==> src/rtl/btc_host_pkg.sv <==
// Shared types and constants for the SHA256d tile host controller.
package btc_host_pkg;

   localparam int unsigned HASH_BYTES = 32;
   localparam int unsigned WORD_COUNT = 32;
   localparam int unsigned WORD_AW    = 5;
   localparam int unsigned K_W        = 6;

   typedef enum logic [1:0] {
      ST_IDLE  = 2'd0,
      ST_FEED  = 2'd1,
      ST_READ  = 2'd2,
      ST_DRAIN = 2'd3
   } state_t;

   // Byte 0 of a message word is its most significant byte.
   function automatic logic [7:0] byte_lane(input logic [31:0] word, input logic [1:0] idx);
      logic [7:0] b;
      case (idx)
         2'd0:    b = word[31:24];
         2'd1:    b = word[23:16];
         2'd2:    b = word[15:8];
         default: b = word[7:0];
      endcase
      return b;
   endfunction

endpackage

==> src/rtl/btc_hs_responder.sv <==
// rq/rdy handshake responder with idle timeout for the mining tile.
// BTC_HOST_SYNC_EN adds two-flop synchronizers on chip_rq and chip_done.
module btc_hs_responder #(
   parameter int unsigned TIMEOUT = 65535
) (
   input  logic clk,
   input  logic rst,
   input  logic serve_en,
   input  logic count_en,
   input  logic clr,
   input  logic chip_rq,
   input  logic chip_done,
   output logic chip_rdy,
   output logic serve_c,
   output logic expired_c,
   output logic done_c
);

   localparam int unsigned CNT_W = (TIMEOUT < 2) ? 1 : $clog2(TIMEOUT);

   logic             rq_c;
   logic             armed_q;
   logic [CNT_W-1:0] cnt_q;

`ifdef BTC_HOST_SYNC_EN
   logic [1:0] rq_sync;
   logic [1:0] done_sync;

   always_ff @(posedge clk) begin
      if (rst) begin
         rq_sync   <= '0;
         done_sync <= '0;
      end else begin
         rq_sync   <= {rq_sync[0], chip_rq};
         done_sync <= {done_sync[0], chip_done};
      end
   end

   assign rq_c   = rq_sync[1];
   assign done_c = done_sync[1];
`else
   assign rq_c   = chip_rq;
   assign done_c = chip_done;
`endif

   // Abort wins over a serve landing on the same edge, so rdy stays low.
   assign expired_c = count_en && (cnt_q == CNT_W'(TIMEOUT - 1));
   assign serve_c   = serve_en && rq_c && armed_q && !expired_c;

   always_ff @(posedge clk) begin
      if (rst) begin
         armed_q  <= 1'b1;
         chip_rdy <= 1'b0;
         cnt_q    <= '0;
      end else begin
         chip_rdy <= serve_c;
         if (serve_c)
            armed_q <= 1'b0;
         else if (!rq_c)
            armed_q <= 1'b1;
         if (clr || serve_c || !count_en)
            cnt_q <= '0;
         else
            cnt_q <= cnt_q + CNT_W'(1);
      end
   end

endmodule

==> src/rtl/btc_host_ctrl.sv <==
// Host controller for the SHA256d tile: word store, feed/readout FSM, digest register.
// Optional BTC_HOST_SYNC_EN synchronizes chip_rq/chip_done inside the responder.
module btc_host_ctrl
   import btc_host_pkg::*;
#(
   parameter int unsigned TIMEOUT = 65535
) (
   input  logic                    clk,
   input  logic                    rst,
   input  logic                    cfg_we,
   input  logic [WORD_AW-1:0]      cfg_addr,
   input  logic [31:0]             cfg_wdata,
   input  logic                    go,
   output logic                    busy,
   output logic                    hash_valid,
   output logic [8*HASH_BYTES-1:0] hash,
   output logic                    timeout,
   output logic                    chip_start,
   output logic                    chip_rdy,
   output logic [7:0]              chip_data,
   input  logic                    chip_rq,
   input  logic                    chip_done,
   input  logic [7:0]              chip_uo
);

   logic [31:0] word_mem [WORD_COUNT];

   state_t                  state_q, state_d;
   logic [K_W-1:0]          k_q, k_d;
   logic [8*HASH_BYTES-1:0] hash_d;
   logic [7:0]              chip_data_d;
   logic                    busy_d, hash_valid_d, timeout_d, chip_start_d;

   logic serve_c, expired_c, done_c;
   logic serve_en_c, count_en_c, clr_c;

   // Store is writable only between runs.
   always_ff @(posedge clk) begin
      if (cfg_we && !busy)
         word_mem[cfg_addr] <= cfg_wdata;
   end

   assign serve_en_c = ((state_q == ST_FEED) && !done_c) || (state_q == ST_READ);
   assign count_en_c = (state_q != ST_IDLE);
   assign clr_c      = (state_d != state_q);

   btc_hs_responder #(
      .TIMEOUT (TIMEOUT)
   ) u_resp (
      .clk       (clk),
      .rst       (rst),
      .serve_en  (serve_en_c),
      .count_en  (count_en_c),
      .clr       (clr_c),
      .chip_rq   (chip_rq),
      .chip_done (chip_done),
      .chip_rdy  (chip_rdy),
      .serve_c   (serve_c),
      .expired_c (expired_c),
      .done_c    (done_c)
   );

   always_comb begin
      state_d      = state_q;
      k_d          = k_q;
      hash_d       = hash;
      chip_data_d  = chip_data;
      busy_d       = busy;
      hash_valid_d = hash_valid;
      timeout_d    = timeout;
      chip_start_d = 1'b0;

      case (state_q)
         ST_IDLE: begin
            if (go) begin
               state_d      = ST_FEED;
               chip_start_d = 1'b1;
               busy_d       = 1'b1;
               hash_valid_d = 1'b0;
               timeout_d    = 1'b0;
               k_d          = '0;
            end
         end
         ST_FEED: begin
            // During feed chip_uo carries {0, word addr, byte idx}.
            if (done_c)
               state_d = ST_READ;
            else if (serve_c)
               chip_data_d = byte_lane(word_mem[chip_uo[6:2]], chip_uo[1:0]);
         end
         ST_READ: begin
            if (serve_c) begin
               hash_d[{~k_q[4:0], 3'b000} +: 8] = chip_uo;
               k_d = k_q + K_W'(1);
               if (k_q == K_W'(HASH_BYTES - 1))
                  state_d = ST_DRAIN;
            end
         end
         ST_DRAIN: begin
            if (!done_c) begin
               state_d      = ST_IDLE;
               busy_d       = 1'b0;
               hash_valid_d = 1'b1;
            end
         end
         default: state_d = ST_IDLE;
      endcase

      if (expired_c) begin
         state_d      = ST_IDLE;
         busy_d       = 1'b0;
         hash_valid_d = 1'b0;
         timeout_d    = 1'b1;
      end
   end

   always_ff @(posedge clk) begin
      if (rst) begin
         state_q    <= ST_IDLE;
         k_q        <= '0;
         hash       <= '0;
         chip_data  <= 8'h00;
         busy       <= 1'b0;
         hash_valid <= 1'b0;
         timeout    <= 1'b0;
         chip_start <= 1'b0;
      end else begin
         state_q    <= state_d;
         k_q        <= k_d;
         hash       <= hash_d;
         chip_data  <= chip_data_d;
         busy       <= busy_d;
         hash_valid <= hash_valid_d;
         timeout    <= timeout_d;
         chip_start <= chip_start_d;
      end
   end

endmodule

==> config.mk <==
export PLATFORM = sky130hd
export DESIGN_NAME = btc_host_ctrl
export DESIGN_NICKNAME = d
export VERILOG_FILES = /design/src/rtl/btc_host_pkg.sv /design/src/rtl/btc_hs_responder.sv /design/src/rtl/btc_host_ctrl.sv
export SDC_FILE = /design/constraint.sdc
export NUM_CORES = 1
export LEC_CHECK = 0
export CORE_UTILIZATION = 50
export CTS_CLUSTER_DIAMETER = 30
export DETAILED_ROUTE_END_ITERATION = 6
export PLACE_DENSITY = 0.78
export SETUP_SLACK_MARGIN = 0.4
export SYNTH_ARGS = -nofsm -noshare
export SYNTH_HDL_FRONTEND = slang
export SYNTH_HIERARCHICAL = 1
export SYNTH_SLANG_ARGS = --single-unit
export TNS_END_PERCENT = 5
==> constraint.sdc <==
create_clock -name clk -period 3.5 [get_ports clk]
set_input_delay 0.7 -clock clk [delete_from_list [all_inputs] [get_ports clk]]
set_output_delay 0.7 -clock clk [all_outputs]
set_load 0.05 [all_outputs]
# After elaboration in Yosys (flattened, before gate mapping)
# Memories as Yosys holds them, arrays and structs flattened.
# Index checks and enable logic that the tools add are counted.
dict set report op_classes {
  n_addsub 3
  eq_ne 12
  shifts 2
  muxes 25
  bitwise_logic 3
  reduce_logical 28
}
# op n
set ops {}
lappend ops {{$bwmux W256} 1}
lappend ops {{$shift A8 B10 Y256 const A} 1}
lappend ops {{$shiftx A8 B10 Y256} 1}
lappend ops {{$pmux W8 S3} 1}
lappend ops {{$add A16 B1 Y16 const B} 1}
lappend ops {{$eq A16 B16 Y1 const B} 1}
lappend ops {{$mux W2} 6}
lappend ops {{$mux W6} 2}
lappend ops {{$pmux W6 S2} 1}
lappend ops {{$mux W1} 11}
lappend ops {{$neg A8 Y10} 1}
lappend ops {{$reduce_bool A2 Y1} 5}
lappend ops {{$reduce_and A3 Y1} 3}
lappend ops {{$pmux W2 S4} 1}
lappend ops {{$add A6 B1 Y6 const B} 1}
lappend ops {{$eq A2 B2 Y1 const B} 3}
lappend ops {{$eq A6 B5 Y1 const B} 1}
lappend ops {{$logic_and A1 B1 Y1} 6}
lappend ops {{$reduce_or A2 Y1} 3}
lappend ops {{$not A5 Y5} 1}
lappend ops {{$eq A2 B1 Y1 const B} 2}
lappend ops {{$logic_not A1 Y1} 4}
lappend ops {{$logic_not A2 Y1} 2}
lappend ops {{$ne A2 B1 Y1 const B} 2}
lappend ops {{other kinds (6)} 12}
dict set report totals {
  regBits 294
  ram_bits 1024
  out_inout_bits 269
  mem_count 1
}
# name words word_bits rd rd_ports_with_merged_regs write_ports line
set mem_list {}
lappend mem_list {word_mem 32 32 1 0 1 btc_host_ctrl.sv:26} ;# logic [31:0] word_mem [WORD_COUNT];

# Depth between registers and ports, before layout
# Gate-level depths: netlist (run 1).
dict set report depth {
  word_depth 13
  mapped_depth 16
}

# Cells and area by module
# Netlist (run 1), hierarchy kept.
# module n_inst cells_per_inst area_per_inst_um2 seq_area_each_um2
set by_module_without_submodules {}
lappend by_module_without_submodules {btc_host_ctrl 1 2807 50146.8 36274.8}
lappend by_module_without_submodules {btc_hs_responder 1 97 907.1 360.3}

# Worst setup path after synthesis (run 1)
# No wires, ideal clock.
dict set report synth_path {
  path_kind {input -> register}
  from {in chip_done}
  to {reg u_resp.cnt_q[3]}
  setup_ns 0.080
  t_arrival_ns 3.574
  required_time_ns 3.420
  setup_slack_ns -0.154
  stages 15
  path_buffers 3
  path_cell_list {buf_4 nand2b_1 mux2i_1 nand3_1 a21oi_2 buf_6 nand3b_2 o311a_1 or3_1 a221oi_1 a21oi_1 nor2_1 nand2_1 buf_1 nor3_1}
}
dict set report synth_between {
  elab_chain_cells 13
}
# element line
set synth_rtl {}
lappend synth_rtl {{start: declaration} btc_host_ctrl.sv:22} ;# input logic chip_done,
lappend synth_rtl {{$logic_not A1 Y1} n/a}
lappend synth_rtl {{$logic_and A1 B1 Y1} btc_host_ctrl.sv:43} ;# assign serve_en_c = ((state_q == ST_FEED) && !done_c) || (state_q == ST_READ);
lappend synth_rtl {{$logic_or A1 B1 Y1} btc_host_ctrl.sv:43}
lappend synth_rtl {{named net serve_en_c} btc_host_ctrl.sv:35} ;# logic serve_en_c, count_en_c, clr_c;
lappend synth_rtl {{$logic_and A1 B1 Y1 (3 in series)} btc_hs_responder.sv:48} ;# assign serve_c = serve_en && rq_c && armed_q && !expired_c;
lappend synth_rtl {{named net serve_c} btc_host_ctrl.sv:34} ;# logic serve_c, expired_c, done_c;
lappend synth_rtl {{$mux W2} btc_host_ctrl.sv:92} ;# if (serve_c) begin
lappend synth_rtl {{$pmux W2 S4} btc_host_ctrl.sv:73} ;# case (state_q)
lappend synth_rtl {{$mux W2} btc_host_ctrl.sv:109} ;# if (expired_c) begin
lappend synth_rtl {{$ne A2 B2 Y1} btc_host_ctrl.sv:45} ;# assign clr_c = (state_d != state_q);
lappend synth_rtl {{named net clr_c} btc_host_ctrl.sv:35}
lappend synth_rtl {{$logic_or A1 B1 Y1 (2 in series)} btc_hs_responder.sv:61} ;# if (clr || serve_c || !count_en)
lappend synth_rtl {{$reduce_or A2 Y1 (no source line)} n/a}
lappend synth_rtl {{end signal: assignment} btc_hs_responder.sv:64} ;# cnt_q <= cnt_q + CNT_W'(1);
lappend synth_rtl {{end: declaration} btc_hs_responder.sv:23} ;# logic [CNT_W-1:0] cnt_q;
# The timed path passes the listed nets, and every way through them passes these cells.
# A chain may end at the register's enable or synchronous reset.

# Worst setup path in the final report (run 1)
dict set report layout_path {
  from {reg busy}
  to {out busy}
}
# element line
set layout_lines {}
lappend layout_lines {{start: declaration} btc_host_ctrl.sv:14} ;# output logic busy,
lappend layout_lines {{start signal: assignment} btc_host_ctrl.sv:132} ;# busy <= busy_d;
# No word-level cell between the ends.

==> results of run 1 <==
==> per-stage QoR <==
| stage | instances | setup WS (ps) | instance area, um^2 |
|---|---|---|---|
| final | 5007 | 536 | 64900 |
| after floorplan | 2904 | 177 | 51100 |
| after global routing | 5003 | 399 | 64900 |
| after CTS | 5003 | 425 | 64900 |
| after global placement | 4587 | -10.5 | 57100 |
| after detailed placement | 4587 | -124 | 57100 |
==> power by group through the flow <==
stage	Sequential, mW	Clock, mW	Combinational, mW
3_5_place_dp	17.3	0	1.51
6_report	17.0	22.3	1.54
5_1_grt	17.0	23.2	1.62
2_1_floorplan	17.3	0	0.865
4_1_cts	17.0	22.5	1.54
3_3_place_gp	17.3	0	1.47
==> how the worst max path moves through the flow <==
stage | end | cells after the start | slack [ps] | startpoint
floorplan | u_resp/cnt_q[3]$_SDFF_PP0_ | 15 | 180 | chip_done
global placement | u_resp/cnt_q[14]$_SDFF_PP0_ | 14 | -10 | chip_done
detailed placement | u_resp/cnt_q[12]$_SDFF_PP0_ | 14 | -120 | chip_done
CTS | busy | 1 | 420 | busy$_SDFFE_PP0P_
global route | u_resp/cnt_q[12]$_SDFF_PP0_ | 14 | 400 | state_q[1]$_SDFF_PP0_
finish | busy | 1 | 540 | busy$_SDFFE_PP0P_
==> flip-flops by register name (all words and copies together) (netlist names) <==
register / count
timeout: 1
k_q: 6
u_resp/armed_q: 1
state_q: 2
hash_valid: 1
chip_data: 8
chip_start: 1
hash: 256
u_resp/chip_rdy: 1
busy: 1
word_mem: 1024
u_resp/cnt_q: 16
==> layout make-up <==
| class | count | area, um^2 |
|---|---|---|
| Antenna cell | 4 | 10.0 |
| Clock buffer | 242 | 5660 |
| Clock inverter | 174 | 2140 |
| Fill cell | 6521 | 35700 |
| Inverter | 12 | 45.0 |
| Multi-Input combinational cell | 1396 | 13600 |
| Sequential cell | 1318 | 36600 |
| Tap cell | 1357 | 1700 |
| Timing Repair Buffer | 504 | 5090 |
==> Yosys cell counts, types with 2 or more instances <==
master,count,share of area (%)
a22oi_1,102,1.5
buf_2,31,0.30
nor3_2,9,0.18
nand2b_1,7,0.086
xor2_1,2,0.034
nand3_1,57,0.56
nor4_2,3,0.074
dfxtp_1,294,12
o211a_1,3,0.059
nor3_1,19,0.19
nor4_4,4,0.17
xnor2_1,14,0.24
ha_1,6,0.15
clkbuf_1,85,0.62
and3_1,7,0.086
o21ai_0,4,0.039
nand3_2,11,0.22
nand4_2,2,0.049
buf_4,23,0.34
buf_1,6,0.044
mux2i_1,285,5.6
and2_1,21,0.26
nand4b_1,2,0.034
or3b_2,2,0.034
mux4_2,245,11
or3_1,5,0.061
nor2_1,267,2.0
edfxtp_1,1024,60
buf_6,26,0.57
inv_1,12,0.088
nor4b_1,2,0.034
nand2_1,133,0.98
nor2b_1,8,0.098
nor3_4,13,0.41
and2_0,9,0.11
a21oi_1,83,0.81
a211oi_1,20,0.29
buf_8,5,0.15
nand4_1,4,0.049
nor3b_1,3,0.044
nand3b_1,5,0.074
nor4_1,8,0.098
==> layer usage <==
metal	part of all wire, %	wire (um)	track usage [%]	up-vias
met5	0.036	51	0	-
met4	4.1	5840	11.7	8
met3	11	15600	6.68	362
met2	49	68900	45.0	2073
met1	36	50600	34.0	15444
li1	-	-	-	12565
==> cells by family (layout without fill, tap and decap cells) <==
logic type      after synthesis  after routing
compound gates              230            230
xor+xnor                     18             18
fa+ha+maj                     6              6
buf+inv                     190            932
flops                      1318           1318
mux                         532            532
other cells                   0              4
simple gates                610            610
==> results.md, run 1 <==
* Status: finished clean
* Gate power share at 3.8%
* Slew @ Worst Pin at 1190 ps
* Post-Synth XOR/XNOR Area at 0.382%
* Sequential-to-total area share from yosys stat at 71.8%
* Hold depth at 2
* Min cycle time layout at 2960 ps
* Post-synth EDFFs at 1024
* Nets at 3510
* Share of layout cells above drive strength 1 at 25.1%
* First-iteration detailed-routing DRC count at 3391
* Nature of the critical path startpoint: register
* Net Count, Synth at 2961
* FF-to-FF setup slack at 560 ps
* Yosys cell types at 75
* R2R cell count at 11
* Vias at 30452
* Final period util at 84.7%
* # clock sinks at 1318
* H-tree levels at 4
* YS warnings at 6
* Core Util, Final at 64.5%
* Largest net degree at the start of global routing at 229
* Initial antenna violation count at 7
* Sequential share of power at 41.7%
* Final Hold Fails at 0
* Die X at 322 um
* Critical Path Fanout Max at 3
* Clock root cell: clkbuf_16
* Core area at 101000 um^2
* GP Congestion at 0.826
* Syn Inst Count at 2904
* Syn_area_per_cell at 17.6 um^2
* Max-slew violations at 0
* Synthesized area at 51100 um^2
* First-pass GRT wire length at 204 mm
* Total gr overflow at 0
* DIE AREA at 103000 um^2
* Max incr delay on CP at 890 ps
* Per-cell routed wire length at 28.2 um
* Crit Path Class: reg2out
* Clk Latency, worst-skew pair at 800 ps
* Total track usage at 27.2%
* # DRC at 0
* Total power divided by cell area at 629 nW/um^2
* Hold_sp: rst
* Placed wire-length estimate at 82.6 mm
* Synth Area in Compound Gates at 3.06%
* Vias in the first global route at 31144
* Most frequent cells in the layout: edfxtp_1, clkdlybuf4s50_1, dfxtp_1
* FMAX at 0.337 GHz
* Async SR Flop Fraction at 0%
* Clock power frac at 54.6%
* TritonCTS clock tree: done
* Buffers & Inverters on Critical Path at 1
* Max-cap violations at 0
* Most common cell after layout, fill and taps aside: edfxtp_1
* Pleak at 22.1 nW
* Pre-Repair DR Iteration Count at 5
* Switching Power at 9.01 mW
* Element type at the critical path end: output port
* Hold Buf Count CTS at 0
* Pwr Total at 40.9 mW
* Starting Density at 50.8%
* Internal at 31.8 mW
* Post-Synth Simple-Gate Area at 6.01%
* Setup_tns at 0 ps
* Vias per cell at 6.08
* Family with the most delay on the worst path: buffers and inverters
* Io pins at 320
* HP Class: in2reg
* Top_reg_cell synth: edfxtp_1
* Switching Share at 22.1%
* Cell breakdown of the critical path: clkdlybuf4s50_1
* Worst r2r src: state_q[1]$_SDFF_PP0_
* Area grow syn2layout at 27.1%
* Crit-path slowest cell: clkdlybuf4s50_1
* CTS buffer count at 221
* Hold slack at 312 ps
* Mux cell area share after synthesis at 16.5%
* CP required at 2800 ps
* Clock transition at the registers of the reported paths at 50 ps
* Clk_skew at 34.7 ps
* Peak VDD IR at 0.720 mV
* CTS resizes at 2
* Flops & latches, synth at 1318
* Hold Path End: hash[150]$_SDFFE_PP0P_
* Clk buf depth at 3
* Row count at 116
* Port buffer count at 319
* RSZ-0062 raised after global routing: false
* Setup Viol. Count Final at 0
* Crit path DAT at 2260 ps
* Post-DRT Antenna Nets at 0
* Reg2reg end: hash[121]$_SDFFE_PP0P_
* Final WL at 141 mm
* Slew headroom at 20.4%
* Post-CTS Setup Inserts at 0
* Largest family of logic cells by synthesized area: multiplexers
* Die height at 322 um
* Adder-Cell Fraction of Synth Area at 0.147%
Note: power is estimated with default switching activity, not from simulation.
==> run 2, diff against run 1 <==
==> constraint.sdc (replaced) <==
create_clock -name clk -period 2.7 [get_ports clk]
set_input_delay 0.54 -clock clk [delete_from_list [all_inputs] [get_ports clk]]
set_output_delay 0.54 -clock clk [all_outputs]
set_load 0.05 [all_outputs]
==> results.md, run 2 (synthesis results as in run 1) <==
* # clock sinks at 1318 (unchanged)
* H-tree levels at 4 (unchanged)
* Crit Path Class: reg2out (unchanged)
* Nets at 3651 (was 3510)
* Clk Latency, worst-skew pair at 830 ps (was 800 ps)
* FF-to-FF setup slack at 190 ps (was 560 ps)
* TritonCTS clock tree: done (unchanged)
* Multi-input gate area at 13700 um^2 (was 13600 um^2)
* Crit-path slowest cell: clkdlybuf4s50_1 (unchanged)
* First-iteration detailed-routing DRC count at 3680 (was 3391)
* Port buffer count at 319 (unchanged)
* Largest Register: word_mem (unchanged)
* Die X at 322 um (unchanged)
* Crit path DAT at 2010 ps (was 2260 ps)
* CP required at 2160 ps (was 2800 ps)
* Clock root cell: clkbuf_16 (unchanged)
* Vias in the first global route at 32104 (was 31144)
* Pwr Total at 52.9 mW (was 40.9 mW)
* RSZ-0062 raised after global routing: true (was false)
* Failing checks: design-rule violations
* Slew @ Worst Pin at 1080 ps (was 1190 ps)
* HP Class: in2reg (unchanged)
* Placed wire-length estimate at 85.0 mm (was 82.6 mm)
* Post-DRT Antenna Nets at 0 (unchanged)
* Hold Buf Count CTS at 0 (unchanged)
* Clk_skew at 74.7 ps (was 34.7 ps)
* Total track usage at 28.1% (was 27.2%)
* Vias at 31359 (was 30452)
* Hold slack at 33.1 ps (was 312 ps)
* Nature of the critical path startpoint: register (unchanged)
* Per-cell routed wire length at 28.4 um (was 28.2 um)
* Cell breakdown of the critical path: clkdlybuf4s50_1 (unchanged)
* Worst r2r src: u_resp/cnt_q[0]$_SDFF_PP0_ (was state_q[1]$_SDFF_PP0_)
* DIE AREA at 103000 um^2 (unchanged)
* Largest net degree at the start of global routing at 197 (was 229)
* Final period util at 94.4%
* Critical Path Fanout Max at 2 (was 3)
* Hold depth at 2 (unchanged)
* Core area at 101000 um^2 (unchanged)
* R2R cell count at 14 (was 11)
* Io pins at 320 (unchanged)
* Final instance area at 67000 um^2 (was 64900 um^2)
* Levels on crit path at 1 (unchanged)
* Family with the most delay on the worst path: buffers and inverters (unchanged)
* Initial antenna violation count at 5 (was 7)
* Element type at the critical path end: output port (unchanged)
* Hold_sp: rst (unchanged)
* GP Congestion at 0.853 (was 0.826)
* Hold Path End: chip_data[5]$_SDFFE_PP0P_ (was hash[150]$_SDFFE_PP0P_)
* Pre-Repair DR Iteration Count at 7 (was 5)
* Final Hold Fails at 0 (unchanged)
* FF/Latch Area at 36600 um^2 (about the same)
* Placed Area at 58900 um^2 (was 57100 um^2)
* Most frequent cells in the layout: edfxtp_1, dfxtp_1, mux2i_1 (was edfxtp_1, clkdlybuf4s50_1, dfxtp_1)
* Peak VDD IR at 0.558 mV (was 0.720 mV)
* Clk buf depth at 3 (unchanged)
* Buffers & Inverters on Critical Path at 1 (unchanged)
* Top Registers: word_mem: 1024 flops, hash: 256 flops, u_resp/cnt_q: 16 flops (unchanged)
* Area grow syn2layout at 31.2% (was 27.1%)
* Reg2reg end: u_resp/cnt_q[7]$_SDFF_PP0_ (was hash[121]$_SDFFE_PP0P_)
* Starting Density at 50.8% (unchanged)
* Row count at 116 (unchanged)
* Total gr overflow at 0 (unchanged)
* Fill cells at 6173 (was 6521)
* Vias per cell at 6.10 (was 6.08)
* CTS buffer count at 213 (was 221)
* Most common cell after layout, fill and taps aside: edfxtp_1 (unchanged)
* Clock transition at the registers of the reported paths at 60 ps (was 50 ps)
* Final WL at 146 mm (was 141 mm)
* Max reg flops at 1024 (unchanged)
* Share of layout cells above drive strength 1 at 29.1% (was 25.1%)
* Min cycle time layout at 2550 ps
* Total power divided by cell area at 790 nW/um^2 (was 629 nW/um^2)
* Status: complete, but fails checks (was finished clean)
* Max-cap violations at 0 (unchanged)
* Setup Viol. Count Final at 0 (unchanged)
* Max incr delay on CP at 820 ps (was 890 ps)
* Max-slew violations at 0 (unchanged)
* FMAX at 0.392 GHz
* # DRC at 1 (was 0)
* Pleak at 23.3 nW (was 22.1 nW)
* Die height at 322 um (unchanged)
* First-pass GRT wire length at 211 mm (was 204 mm)
* Slew headroom at 27.8% (was 20.4%)
-- run 2: cell types whose count changed in the layout (fill, tap and decap cells not counted), sizes merged, moves of 7 or more --
cell           previous run  this run
clkbuf                  244       234
buf                     188       337
dlymetal6s2s              0         7
clkinv                   82        72
clkdlybuf4s50           314       273
dlygate4sd2               0        18
inv                      46        53
clkdlybuf4s15             0        14
-- run 2: report_power, final --
| part | total, mW | switching (mW) | internal [mW] | leakage [nW] |
|---|---|---|---|---|
| Sequential | 22.0 | 0.0478 | 22.0 | 11.6 |
| Clock | 28.6 | 10.6 | 17.9 | 3.67 |
| Combinational | 2.30 | 1.35 | 0.947 | 8.05 |
-- run 2: metal layers --
layer	GRT usage (%)	part of all wire, %
met1	33.8	35
met2	47.1	50
met3	6.77	10
met4	14.6	5.3
met5	0	0.016
-- run 2: worst max-delay path by stage --
stage	start	end	slack, ps
global route	u_resp/cnt_q[0]$_SDFF_PP0_	u_resp/cnt_q[14]$_SDFF_PP0_	80
floorplan	chip_done	u_resp/cnt_q[3]$_SDFF_PP0_	-460
CTS	hash[5]$_SDFFE_PP0P_	hash[5]	130
global placement	chip_done	u_resp/cnt_q[2]$_SDFF_PP0_	-630
finish	hash[80]$_SDFFE_PP0P_	hash[80]	150
detailed placement	chip_done	u_resp/cnt_q[13]$_SDFF_PP0_	-640
-- run 2: layout make-up --
type	instances	area share (%)
clock buffers	231	8.15
clock inverters	171	3.29
flip-flops and latches	1318	54.7
repair buffers	653	10.7
inverters	12	0.0673
well taps	1357	2.54
multi-input cells	1396	20.5
diodes	4	0.0149
-- run 2: timing repair --
action / in CTS / in global routing
setup buffers: 12 / 7
endpoints found under the setup margin: 524 / 537
pin swaps: 5 / 3
gates cloned: 0 / 2
gates resized for setup: 88 / 30
-- run 2: stage by stage --
step                      worst slack (ps)  setup TNS, ps  std cells  util, %
final                                  151              0       5142     66.6
after global routing                  80.0              0       5138     66.6
after CTS                              126              0       5129     66.4
after detailed placement              -642         -91200       4715     58.6
after global placement                -633         -80480       4715     58.6
after floorplan                       -463        -146180       2904        -
